<file path="src/rtl/mips_alu_pkg.sv">
// Shared definitions for the MIPS execute-stage ALU slice.
// The optional SLTU operation is enabled by defining ALU_SLTU_EN.
package mips_alu_pkg;

  localparam int DATA_W_DEF = 32;
  localparam int REG_AW_DEF = 5;

  localparam logic [3:0] ALU_AND  = 4'b0000;
  localparam logic [3:0] ALU_OR   = 4'b0001;
  localparam logic [3:0] ALU_ADD  = 4'b0010;
  localparam logic [3:0] ALU_XOR  = 4'b0011;
  localparam logic [3:0] ALU_ADDU = 4'b0100;
  localparam logic [3:0] ALU_SUBU = 4'b0101;
  localparam logic [3:0] ALU_SUB  = 4'b0110;
  localparam logic [3:0] ALU_SLT  = 4'b0111;
  localparam logic [3:0] ALU_SLTU = 4'b1000;
  localparam logic [3:0] ALU_LUI  = 4'b1001;
  localparam logic [3:0] ALU_NOR  = 4'b1100;

endpackage

</file>
<file path="src/rtl/mips_alu_if.sv">
// Bus bundle between the decode/control logic and the execute-stage ALU slice.
interface mips_alu_if #(
  parameter int DATA_W = mips_alu_pkg::DATA_W_DEF,
  parameter int REG_AW = mips_alu_pkg::REG_AW_DEF
);
  logic [3:0]        alu_ctrl;
  logic              alu_src;
  logic              reg_dst;
  logic [DATA_W-1:0] rs_data;
  logic [DATA_W-1:0] rt_data;
  logic [DATA_W-1:0] sign_ext;
  logic [REG_AW-1:0] rt_addr;
  logic [REG_AW-1:0] rd_addr;
  logic              status_we;
  logic [DATA_W-1:0] alu_result;
  logic              carry;
  logic              overflow;
  logic              zero;
  logic [REG_AW-1:0] write_reg;
  logic              carry_q;
  logic              overflow_q;
  logic              zero_q;
  logic              overflow_sticky;

  modport master (
    output alu_ctrl, alu_src, reg_dst, rs_data, rt_data, sign_ext,
           rt_addr, rd_addr, status_we,
    input  alu_result, carry, overflow, zero, write_reg,
           carry_q, overflow_q, zero_q, overflow_sticky
  );

  modport slave (
    input  alu_ctrl, alu_src, reg_dst, rs_data, rt_data, sign_ext,
           rt_addr, rd_addr, status_we,
    output alu_result, carry, overflow, zero, write_reg,
           carry_q, overflow_q, zero_q, overflow_sticky
  );
endinterface

</file>
<file path="src/rtl/mips_alu_core.sv">
// Combinational MIPS ALU producing result, carry and signed-overflow flags.
// SLTU (code 1000) exists only when ALU_SLTU_EN is defined.
module mips_alu_core
  import mips_alu_pkg::*;
#(
  parameter int DATA_W = DATA_W_DEF
) (
  input  logic [3:0]        ctrl,
  input  logic [DATA_W-1:0] a,
  input  logic [DATA_W-1:0] b,
  output logic [DATA_W-1:0] result,
  output logic              carry,
  output logic              overflow
);

`ifdef ALU_SLTU_EN
  localparam bit SLTU_EN = 1'b1;
`else
  localparam bit SLTU_EN = 1'b0;
`endif

  localparam int MSB = DATA_W - 1;

  logic [DATA_W:0] add_ext;
  logic [DATA_W:0] sub_ext;
  logic            add_ovf;
  logic            sub_ovf;
  logic            slt_bit;

  // One adder for A+B and one for A+~B+1 feed every arithmetic op.
  assign add_ext = {1'b0, a} + {1'b0, b};
  assign sub_ext = {1'b0, a} + {1'b0, ~b} + {{DATA_W{1'b0}}, 1'b1};
  assign add_ovf = (a[MSB] == b[MSB]) && (add_ext[MSB] != a[MSB]);
  assign sub_ovf = (a[MSB] != b[MSB]) && (sub_ext[MSB] != a[MSB]);
  // Correct signed compare even when the subtraction overflows.
  assign slt_bit = sub_ext[MSB] ^ sub_ovf;

  // Operation select; unused codes leave the all-zero defaults.
  always_comb begin
    result   = {DATA_W{1'b0}};
    carry    = 1'b0;
    overflow = 1'b0;
    case (ctrl)
      ALU_AND:  result = a & b;
      ALU_OR:   result = a | b;
      ALU_XOR:  result = a ^ b;
      ALU_NOR:  result = ~(a | b);
      ALU_LUI:  result = b << 32'd16;
      ALU_ADD: begin
        result   = add_ext[MSB:0];
        carry    = add_ext[DATA_W];
        overflow = add_ovf;
      end
      ALU_ADDU: begin
        result = add_ext[MSB:0];
        carry  = add_ext[DATA_W];
      end
      ALU_SUB: begin
        result   = sub_ext[MSB:0];
        carry    = sub_ext[DATA_W];
        overflow = sub_ovf;
      end
      ALU_SUBU: begin
        result = sub_ext[MSB:0];
        carry  = sub_ext[DATA_W];
      end
      ALU_SLT: begin
        result = {{(DATA_W-1){1'b0}}, slt_bit};
        carry  = sub_ext[DATA_W];
      end
      ALU_SLTU: begin
        if (SLTU_EN) begin
          result = {{(DATA_W-1){1'b0}}, ~sub_ext[DATA_W]};
          carry  = sub_ext[DATA_W];
        end else begin
          result = {DATA_W{1'b0}};
          carry  = 1'b0;
        end
      end
      default: begin
        result   = {DATA_W{1'b0}};
        carry    = 1'b0;
        overflow = 1'b0;
      end
    endcase
  end

endmodule

</file>
<file path="src/rtl/mips_alu_datapath.sv">
// Execute-stage slice: B-operand and destination muxes, ALU, and flag status register.
// Define ALU_SLTU_EN to enable the SLTU operation in the ALU core.
module mips_alu_datapath
  import mips_alu_pkg::*;
#(
  parameter int DATA_W = DATA_W_DEF,
  parameter int REG_AW = REG_AW_DEF
) (
  input  logic        clock,
  input  logic        reset,
  mips_alu_if.slave   bus
);

  logic [DATA_W-1:0] operand_b;
  logic [DATA_W-1:0] result;
  logic              carry;
  logic              overflow;
  logic              zero;
  logic              carry_q;
  logic              overflow_q;
  logic              zero_q;
  logic              overflow_sticky;

  assign operand_b = bus.alu_src ? bus.sign_ext : bus.rt_data;

  mips_alu_core #(.DATA_W(DATA_W)) u_core (
    .ctrl     (bus.alu_ctrl),
    .a        (bus.rs_data),
    .b        (operand_b),
    .result   (result),
    .carry    (carry),
    .overflow (overflow)
  );

  assign zero = (result == {DATA_W{1'b0}});

  // Flag capture; reset wins over status_we, and the sticky bit only accumulates.
  always_ff @(posedge clock) begin
    if (reset) begin
      carry_q         <= 1'b0;
      overflow_q      <= 1'b0;
      zero_q          <= 1'b0;
      overflow_sticky <= 1'b0;
    end else if (bus.status_we) begin
      carry_q         <= carry;
      overflow_q      <= overflow;
      zero_q          <= zero;
      overflow_sticky <= overflow_sticky | overflow;
    end else begin
      carry_q         <= carry_q;
      overflow_q      <= overflow_q;
      zero_q          <= zero_q;
      overflow_sticky <= overflow_sticky;
    end
  end

  assign bus.alu_result      = result;
  assign bus.carry           = carry;
  assign bus.overflow        = overflow;
  assign bus.zero            = zero;
  assign bus.write_reg       = bus.reg_dst ? bus.rd_addr : bus.rt_addr;
  assign bus.carry_q         = carry_q;
  assign bus.overflow_q      = overflow_q;
  assign bus.zero_q          = zero_q;
  assign bus.overflow_sticky = overflow_sticky;

endmodule

</file>
<file path="src/flat_wrapper.sv">
// flat-port wrapper written by rule: the top's interface ports become plain ports
module mips_alu_datapath_flat import mips_alu_pkg::*;
#(
  parameter int DATA_W = DATA_W_DEF,
  parameter int REG_AW = REG_AW_DEF
)
  (clock, reset, bus_alu_ctrl, bus_alu_src, bus_reg_dst, bus_rs_data, bus_rt_data, bus_sign_ext, bus_rt_addr, bus_rd_addr, bus_status_we, bus_alu_result, bus_carry, bus_overflow, bus_zero, bus_write_reg, bus_carry_q, bus_overflow_q, bus_zero_q, bus_overflow_sticky);
  mips_alu_if #(.DATA_W(DATA_W), .REG_AW(REG_AW)) bus_i ();
  input  logic clock;
  input  logic reset;
  input wire logic [$bits(bus_i.alu_ctrl)-1:0] bus_alu_ctrl;
  input wire logic [$bits(bus_i.alu_src)-1:0] bus_alu_src;
  input wire logic [$bits(bus_i.reg_dst)-1:0] bus_reg_dst;
  input wire logic [$bits(bus_i.rs_data)-1:0] bus_rs_data;
  input wire logic [$bits(bus_i.rt_data)-1:0] bus_rt_data;
  input wire logic [$bits(bus_i.sign_ext)-1:0] bus_sign_ext;
  input wire logic [$bits(bus_i.rt_addr)-1:0] bus_rt_addr;
  input wire logic [$bits(bus_i.rd_addr)-1:0] bus_rd_addr;
  input wire logic [$bits(bus_i.status_we)-1:0] bus_status_we;
  output wire logic [$bits(bus_i.alu_result)-1:0] bus_alu_result;
  output wire logic [$bits(bus_i.carry)-1:0] bus_carry;
  output wire logic [$bits(bus_i.overflow)-1:0] bus_overflow;
  output wire logic [$bits(bus_i.zero)-1:0] bus_zero;
  output wire logic [$bits(bus_i.write_reg)-1:0] bus_write_reg;
  output wire logic [$bits(bus_i.carry_q)-1:0] bus_carry_q;
  output wire logic [$bits(bus_i.overflow_q)-1:0] bus_overflow_q;
  output wire logic [$bits(bus_i.zero_q)-1:0] bus_zero_q;
  output wire logic [$bits(bus_i.overflow_sticky)-1:0] bus_overflow_sticky;
  assign bus_i.alu_ctrl = bus_alu_ctrl;
  assign bus_i.alu_src = bus_alu_src;
  assign bus_i.reg_dst = bus_reg_dst;
  assign bus_i.rs_data = bus_rs_data;
  assign bus_i.rt_data = bus_rt_data;
  assign bus_i.sign_ext = bus_sign_ext;
  assign bus_i.rt_addr = bus_rt_addr;
  assign bus_i.rd_addr = bus_rd_addr;
  assign bus_i.status_we = bus_status_we;
  assign bus_alu_result = bus_i.alu_result;
  assign bus_carry = bus_i.carry;
  assign bus_overflow = bus_i.overflow;
  assign bus_zero = bus_i.zero;
  assign bus_write_reg = bus_i.write_reg;
  assign bus_carry_q = bus_i.carry_q;
  assign bus_overflow_q = bus_i.overflow_q;
  assign bus_zero_q = bus_i.zero_q;
  assign bus_overflow_sticky = bus_i.overflow_sticky;
  mips_alu_datapath #(.DATA_W(DATA_W), .REG_AW(REG_AW)) u_core (.clock(clock), .reset(reset), .bus(bus_i));
endmodule
</file>
<file path="config.mk">
export PLATFORM = sky130hd
export DESIGN_NAME = mips_alu_datapath_flat
export DESIGN_NICKNAME = d
export VERILOG_FILES = /design/src/rtl/mips_alu_pkg.sv /design/src/rtl/mips_alu_if.sv /design/src/rtl/mips_alu_core.sv /design/src/rtl/mips_alu_datapath.sv /design/src/flat_wrapper.sv
export SDC_FILE = /design/constraint.sdc
export NUM_CORES = 1
export LEC_CHECK = 0
export CORE_MARGIN = 2
export CORE_UTILIZATION = 40
export CTS_BUF_LIST = sky130_fd_sc_hd__clkbuf_4
export CTS_CLUSTER_SIZE = 40
export DETAILED_ROUTE_END_ITERATION = 10
export PLACE_DENSITY = 0.83
export SLEW_MARGIN = 20
export SYNTH_ARGS = -nofsm -noshare
export SYNTH_HDL_FRONTEND = slang
export SYNTH_HIERARCHICAL = 1
export SYNTH_SLANG_ARGS = --single-unit
</file>
<file path="constraint.sdc">
create_clock -name clock -period 8.77 [get_ports clock]
set_input_delay 2.1925 -clock clock [delete_from_list [all_inputs] [get_ports clock]]
set_output_delay 2.1925 -clock clock [all_outputs]
set_load 0.02 [all_outputs]
</file>
# Word level (Yosys, flattened, before mapping)
# Index checks and enable logic that the tools add are counted.
# W data, S select, Z words.
# op_classes
n_eq_ne,13
reduce_logical,7
addsub,3
bitwise_logic,7
mux,5
# op_table
operator,count
$pmux W32 S8,1
$add A32 B32 Y33,2
$not A32 Y32,2
$add A33 B1 Y33 const B,1
$and A32 B32 Y32,1
$logic_not A32 Y1,1
$mux W32,1
$or A32 B32 Y32,1
$xor A32 B32 Y32,1
$eq A4 B3 Y1 const B,4
$eq A4 B2 Y1 const B,2
$eq A4 B4 Y1 const B,2
$mux W5,1
$eq A4 B1 Y1 const B,1
$logic_not A4 Y1,1
$pmux W1 S2,2
$reduce_or A2 Y1,2
$ne A1 B1 Y1,3
$reduce_or A3 Y1,1
$logic_and A1 B1 Y1,2
$eq A1 B1 Y1,1
$or A1 B1 Y1,1
$xor A1 B1 Y1,1
# totals
out_inout_bits,44
register_bits,4
word_cells,39
inputBits,115

# Depth between registers and ports, before layout
# Gate-level depths: netlist (run 1).
# logic_depth
depth_word,9
ltp_mapped,22
depth_no_buf,19

# Modules after synthesis
# Netlist (run 1), hierarchy kept.
# by_module_without_submodules
module,seq_area_each_um2,cells_each,area_per_inst_um2,instances
mips_alu_core,0.0,796,5331.4,1
mips_alu_datapath,80.1,66,679.4,1

# Worst setup path after synthesis (run 1)
# No wires, ideal clock.
# synth_timing
path_type,input to output
startpoint,input bus_alu_src
endpoint,output bus_zero
n_path_buf,2
slack_ps,-230
required_ps,6577
path_stages,20
t_arrival_ps,6807
path_cell_list,clkbuf_1 -> buf_4 -> mux2_2 -> inv_1 -> ha_1 -> o21bai_1 -> a21oi_1 -> o31ai_1 -> a21o_1 -> o211ai_2 -> a211oi_2 -> o31ai_1 -> and2_1 -> o31ai_1 -> fa_1 -> a221oi_1 -> o21ai_0 -> nor4_2 -> nand4_1 -> nor2_1
# synth_via
elab_cells_between_ends,15
classes_between,add/sub: 3; eq/ne: 2; mux: 2; bitwise: 6; reduce/logical: 2
# synth_lines
item,line_no,source
start: declaration,flat_wrapper.sv:12,input wire logic [$bits(bus_i.alu_src)-1:0] bus_alu_src;
$mux W32 *,mips_alu_datapath.sv:24,assign operand_b = bus.alu_src ? bus.sign_ext : bus.rt_data;
named net u_core.operand_b[1],mips_alu_datapath.sv:14,logic [DATA_W-1:0] operand_b;
$not A32 Y32,mips_alu_core.sv:32,"assign sub_ext = {1'b0, a} + {1'b0, ~b} + {{DATA_W{1'b0}}, 1'b1};"
$add A32 B32 Y33,mips_alu_core.sv:32,
$add A33 B1 Y33,mips_alu_core.sv:32,
$pmux W32 S8 *,mips_alu_core.sv:43,case (ctrl)
named net bus_alu_result[31],flat_wrapper.sv:20,output wire logic [$bits(bus_i.alu_result)-1:0] bus_alu_result;
$logic_not A32 Y1 *,mips_alu_datapath.sv:35,assign zero = (result == {DATA_W{1'b0}});
end: declaration,flat_wrapper.sv:23,output wire logic [$bits(bus_i.zero)-1:0] bus_zero;
# Mark *: on every way through the listed nets, which the timed path passes. The rest lies on a longest branch.

# Worst setup path in the final report (run 1)
# layout_timing
startpoint,input bus_rt_data[0]
endpoint,output bus_zero
# layout_via
elab_chain_cells,9
elab_cells_between_ends,14
classes_between,add/sub: 3; eq/ne: 1; mux: 2; bitwise: 6; reduce/logical: 2
# layout_rtl
item,line_no,source
start: declaration,flat_wrapper.sv:15,input wire logic [$bits(bus_i.rt_data)-1:0] bus_rt_data;
$mux W32 *,mips_alu_datapath.sv:24,
named net u_core.operand_b[0],mips_alu_datapath.sv:14,
$not A32 Y32,mips_alu_core.sv:32,
$add A32 B32 Y33,mips_alu_core.sv:32,
$add A33 B1 Y33,mips_alu_core.sv:32,
$ne A1 B1 Y1,mips_alu_core.sv:34,assign sub_ovf = (a[MSB] != b[MSB]) && (sub_ext[MSB] != a[MSB]);
$logic_and A1 B1 Y1,mips_alu_core.sv:34,
$xor A1 B1 Y1,mips_alu_core.sv:36,assign slt_bit = sub_ext[MSB] ^ sub_ovf;
$pmux W32 S8 *,mips_alu_core.sv:43,
$logic_not A32 Y1 *,mips_alu_datapath.sv:35,
# Marks and branches as above.

==> flow_summary.json, run 1 <==
{
  "status": "complete, no violations",
  "grt_max_degree": 24,
  "ff2ff_path_depth": 2,
  "antennaDiodeCount": 0,
  "hold_path.startpoint": "u_core/bus.zero_q",
  "portBuffers": 158,
  "worst-path-buf-inv": 2,
  "startpoint": "bus_rt_data[0]",
  "r2r-start": "u_core/bus.carry_q",
  "place_inst": 1340,
  "end_kind": "output port",
  "grt_pass1_wl_mm": 40.0,
  "ys_top_cells_by_count": "104 x ha_1, 90 x inv_1, 66 x nand2_1",
  "placed_area_mm2": 0.00907,
  "cp_slowest_cell": "clkdlybuf4s50_1",
  "synth_top_family_by_area": "compound AO/OA/AOI/OAI gates",
  "timing.max_cap.violations": 0,
  "pwr_density_cell_mw_per_mm2": 86.4,
  "synth_top_cell_by_area": "ha_1",
  "reg2reg_to": "u_core/bus.carry_q",
  "fin_cells": 1344,
  "design_area_mm2": 0.00917,
  "rsz0062_at_grt": "true",
  "fin_util_pct": 62.9,
  "first_global_vias": 7960,
  "critPathRequiredTime_ns": 6.58,
  "synthSimpleGateAreaFrac_pct": 19.0,
  "crit_arrival_ns": 6.51,
  "synthCells": 862,
  "dr.pass1.iters": 8,
  "maxSlewViolCount": 0,
  "slew_headroom_pct": 28.6,
  "critPathMaxFanout": 3,
  "synth.most_common_cell": "ha_1",
  "drc": 0,
  "power_leakage_nw": 4.25,
  "ios": 159,
  "cts_tree": "done",
  "gp_congestion": 1.02,
  "area_delta_synth_final_pct": 52.6,
  "regArea_um2": 80.1,
  "synth_nets": 1084,
  "crit_cells": 17,
  "fin_setup_tns_ns": 0,
  "crit_top_cell": "o21ai_2",
  "crit_end": "bus_zero",
  "hp-class": "reg2reg",
  "die_h_um": 127,
  "syn_area_per_cell_um2": 6.97,
  "synthXorXnorAreaFrac_pct": 0.729,
  "synth-seq-area-share_pct": 1.33,
  "start_util_pct": 41.2,
  "synth_flop_cell": "dfxtp_1",
  "cts_sinks": 4,
  "yosys.area.top_type_share_pct": 21.6,
  "rows": 44,
  "start_kind": "input port",
  "synth_seq_cells": 4,
  "setup_slack_ns": 0.0634,
  "yosys_warnings": 6,
  "critical_path.max_stage_delay_ns": 0.45,
  "cts-root-buf": "clkbuf_4",
  "skew_ns": 0,
  "fp.coreArea_mm2": 0.0146,
  "multi_input_area_mm2": 0.00543,
  "grt.overflow.total": 0,
  "worstPathCellList": "clkdlybuf4s50_1 > mux2_2 > ha_1 > fa_1 > a21oi_2 > o21ai_2 > a2111oi_2 > nor3_1 > a21o_1 > a2111o_1 > a211oi_2 > mux2i_1 > o21ai_2 > nor4_2 > nand4_1 > nor2_2 > buf_4",
  "async_flop_share_pct": 0,
  "tightestPinTransition_ns": 1.07,
  "synth-compound-area-share_pct": 38.1,
  "wl_per_cell_um": 18.9,
  "path_clk_slew_ns": 0.04,
  "track_usage_pct": 30.1,
  "die_x_um": 127,
  "drtIter0Drc": 1109,
  "dieArea_mm2": 0.0160,
  "final_nets": 1384,
  "crit_family": "compound AO/OA/AOI/OAI gates",
  "synth_area_leaders": "ha_1 22%, mux2_2 6.6%, inv_1 5.6%, a21oi_1 5.4%, o21ai_0 4.3%",
  "fillers": 1291,
  "hold_viol": 0,
  "r2r_slack_ns": 8.16,
  "h-tree-depth": 1,
  "fmax_mhz": 115,
  "min_period_over_period_pct": 99.3,
  "fin_crit_ns": 8.71,
  "synth_area_mm2": 0.00601,
  "synth-adder-area-share_pct": 22.6,
  "pre_cts_ws_ns": -0.514,
  "hpwlAfterDp_mm": 20.7,
  "clk_latency_ns": 0.24,
  "antenna_found_initial": 0,
  "synth.mux.area_fraction_pct": 8.10,
  "postRouteAntennaNets": 0,
  "vias_per_cell": 6.02,
  "yosys.cell_types.count": 87,
  "synth_edf_count": 0,
  "drive_above_1_share_pct": 24.3,
  "clock_tree.buffer_depth": 2,
  "cts_buffers": 3,
  "critPathKind": "in2out",
  "ir_worst_vdd_mv": 0.0544,
  "num_vias": 8086,
  "drt_wl_total_mm": 25.5,
  "setup_violations": 0
}
## area by class of cell
| type | count | area share (%) |
|---|---|---|
| Sequential cell | 4 | 0.873 |
| Timing Repair Buffer | 350 | 33.3 |
| Tap cell | 184 | 2.51 |
| Multi-Input combinational cell | 709 | 59.2 |
| Inverter | 94 | 3.87 |
| Clock buffer | 3 | 0.246 |
## worst min-delay path, cell delays in order, from the launching register on
cell     delay, ns
dfxtp_1       0.32
nand3_1       0.09
o41ai_2       0.06
## power by group
group / internal (mW) / leakage, nW / switching (mW)
Combinational: 0.353 / 4.20 / 0.396
Sequential: 0.0189 / 0.0325 / 0.000384
Clock: 0.0154 / 0.0138 / 0.00879
## routing by layer
layer	part of all wire, %	GRT usage [%]
met4	5.0	13.6
met3	11	4.34
met2	46	51.7
met5	0	0
met1	38	37.1
## kinds of logic after synthesis
kind of cell	after synthesis
AO/OA/AOI/OAI	322
XOR/XNOR	5
adder cells (fa/ha/maj)	107
buffers and inverters	149
flip-flops	4
multiplexers	44
AND/OR/NAND/NOR	231
## worst min path at each step
stage                                             to  slack (ns)  depth (start not counted)
after floorplan           u_core/bus.overflow_sticky        0.57                          2
after global placement    u_core/bus.overflow_sticky        0.45                          2
after detailed placement          u_core/bus.carry_q        0.49                          2
after CTS                          u_core/bus.zero_q        0.50                          2
after global routing               u_core/bus.zero_q        0.53                          2
final                              u_core/bus.zero_q        0.50                          2
## per-stage QoR
step / hold WS (ns) / power, mW
global placement: 0.452 / 0.727
floorplan: 0.567 / 0.398
global route: 0.532 / 0.847
detailed placement: 0.492 / 0.738
CTS: 0.501 / 0.768
finish: 0.504 / 0.792
## timing repair
action | in CTS | in global routing
hold buffers | 0 | 0
pin swaps | 1 | 7
gates resized for setup | 7 | 20
endpoints found under the setup margin | 3 | 7
buffers inserted | 0 | 1
## cell usage in the layout (no fill, tap or decap), types with 11 or more instances in the layout
cell	instances
buf_4	190
clkdlybuf4s50_1	152
ha_1	104
inv_1	90
nand2_1	66
a21oi_1	64
nor2_1	57
o21ai_0	47
mux2_2	35
nor3_1	23
o211ai_1	21
a221oi_1	21
a21o_1	18
nand3_1	12
a211oi_1	12
o22ai_1	11
## flip-flops by register name, indices dropped and copies added (netlist names)
signal and flops:
u_core/bus.carry_q 1, u_core/bus.overflow_q 1, u_core/bus.zero_q 1, u_core/bus.overflow_sticky 1
Note: power is estimated with default switching activity, not from simulation.
==> run 2: changes to the inputs <==
--- a/config.mk
+++ b/config.mk
@@ -5,6 +5,7 @@
 export SDC_FILE = /design/constraint.sdc
 export NUM_CORES = 1
 export LEC_CHECK = 0
+export CAP_MARGIN = 20
 export CORE_MARGIN = 2
 export CORE_UTILIZATION = 40
 export CTS_BUF_LIST = sky130_fd_sc_hd__clkbuf_4
==> results of run 2 <==
No change in the layout: final DEF, timing and power equal those of run 1.
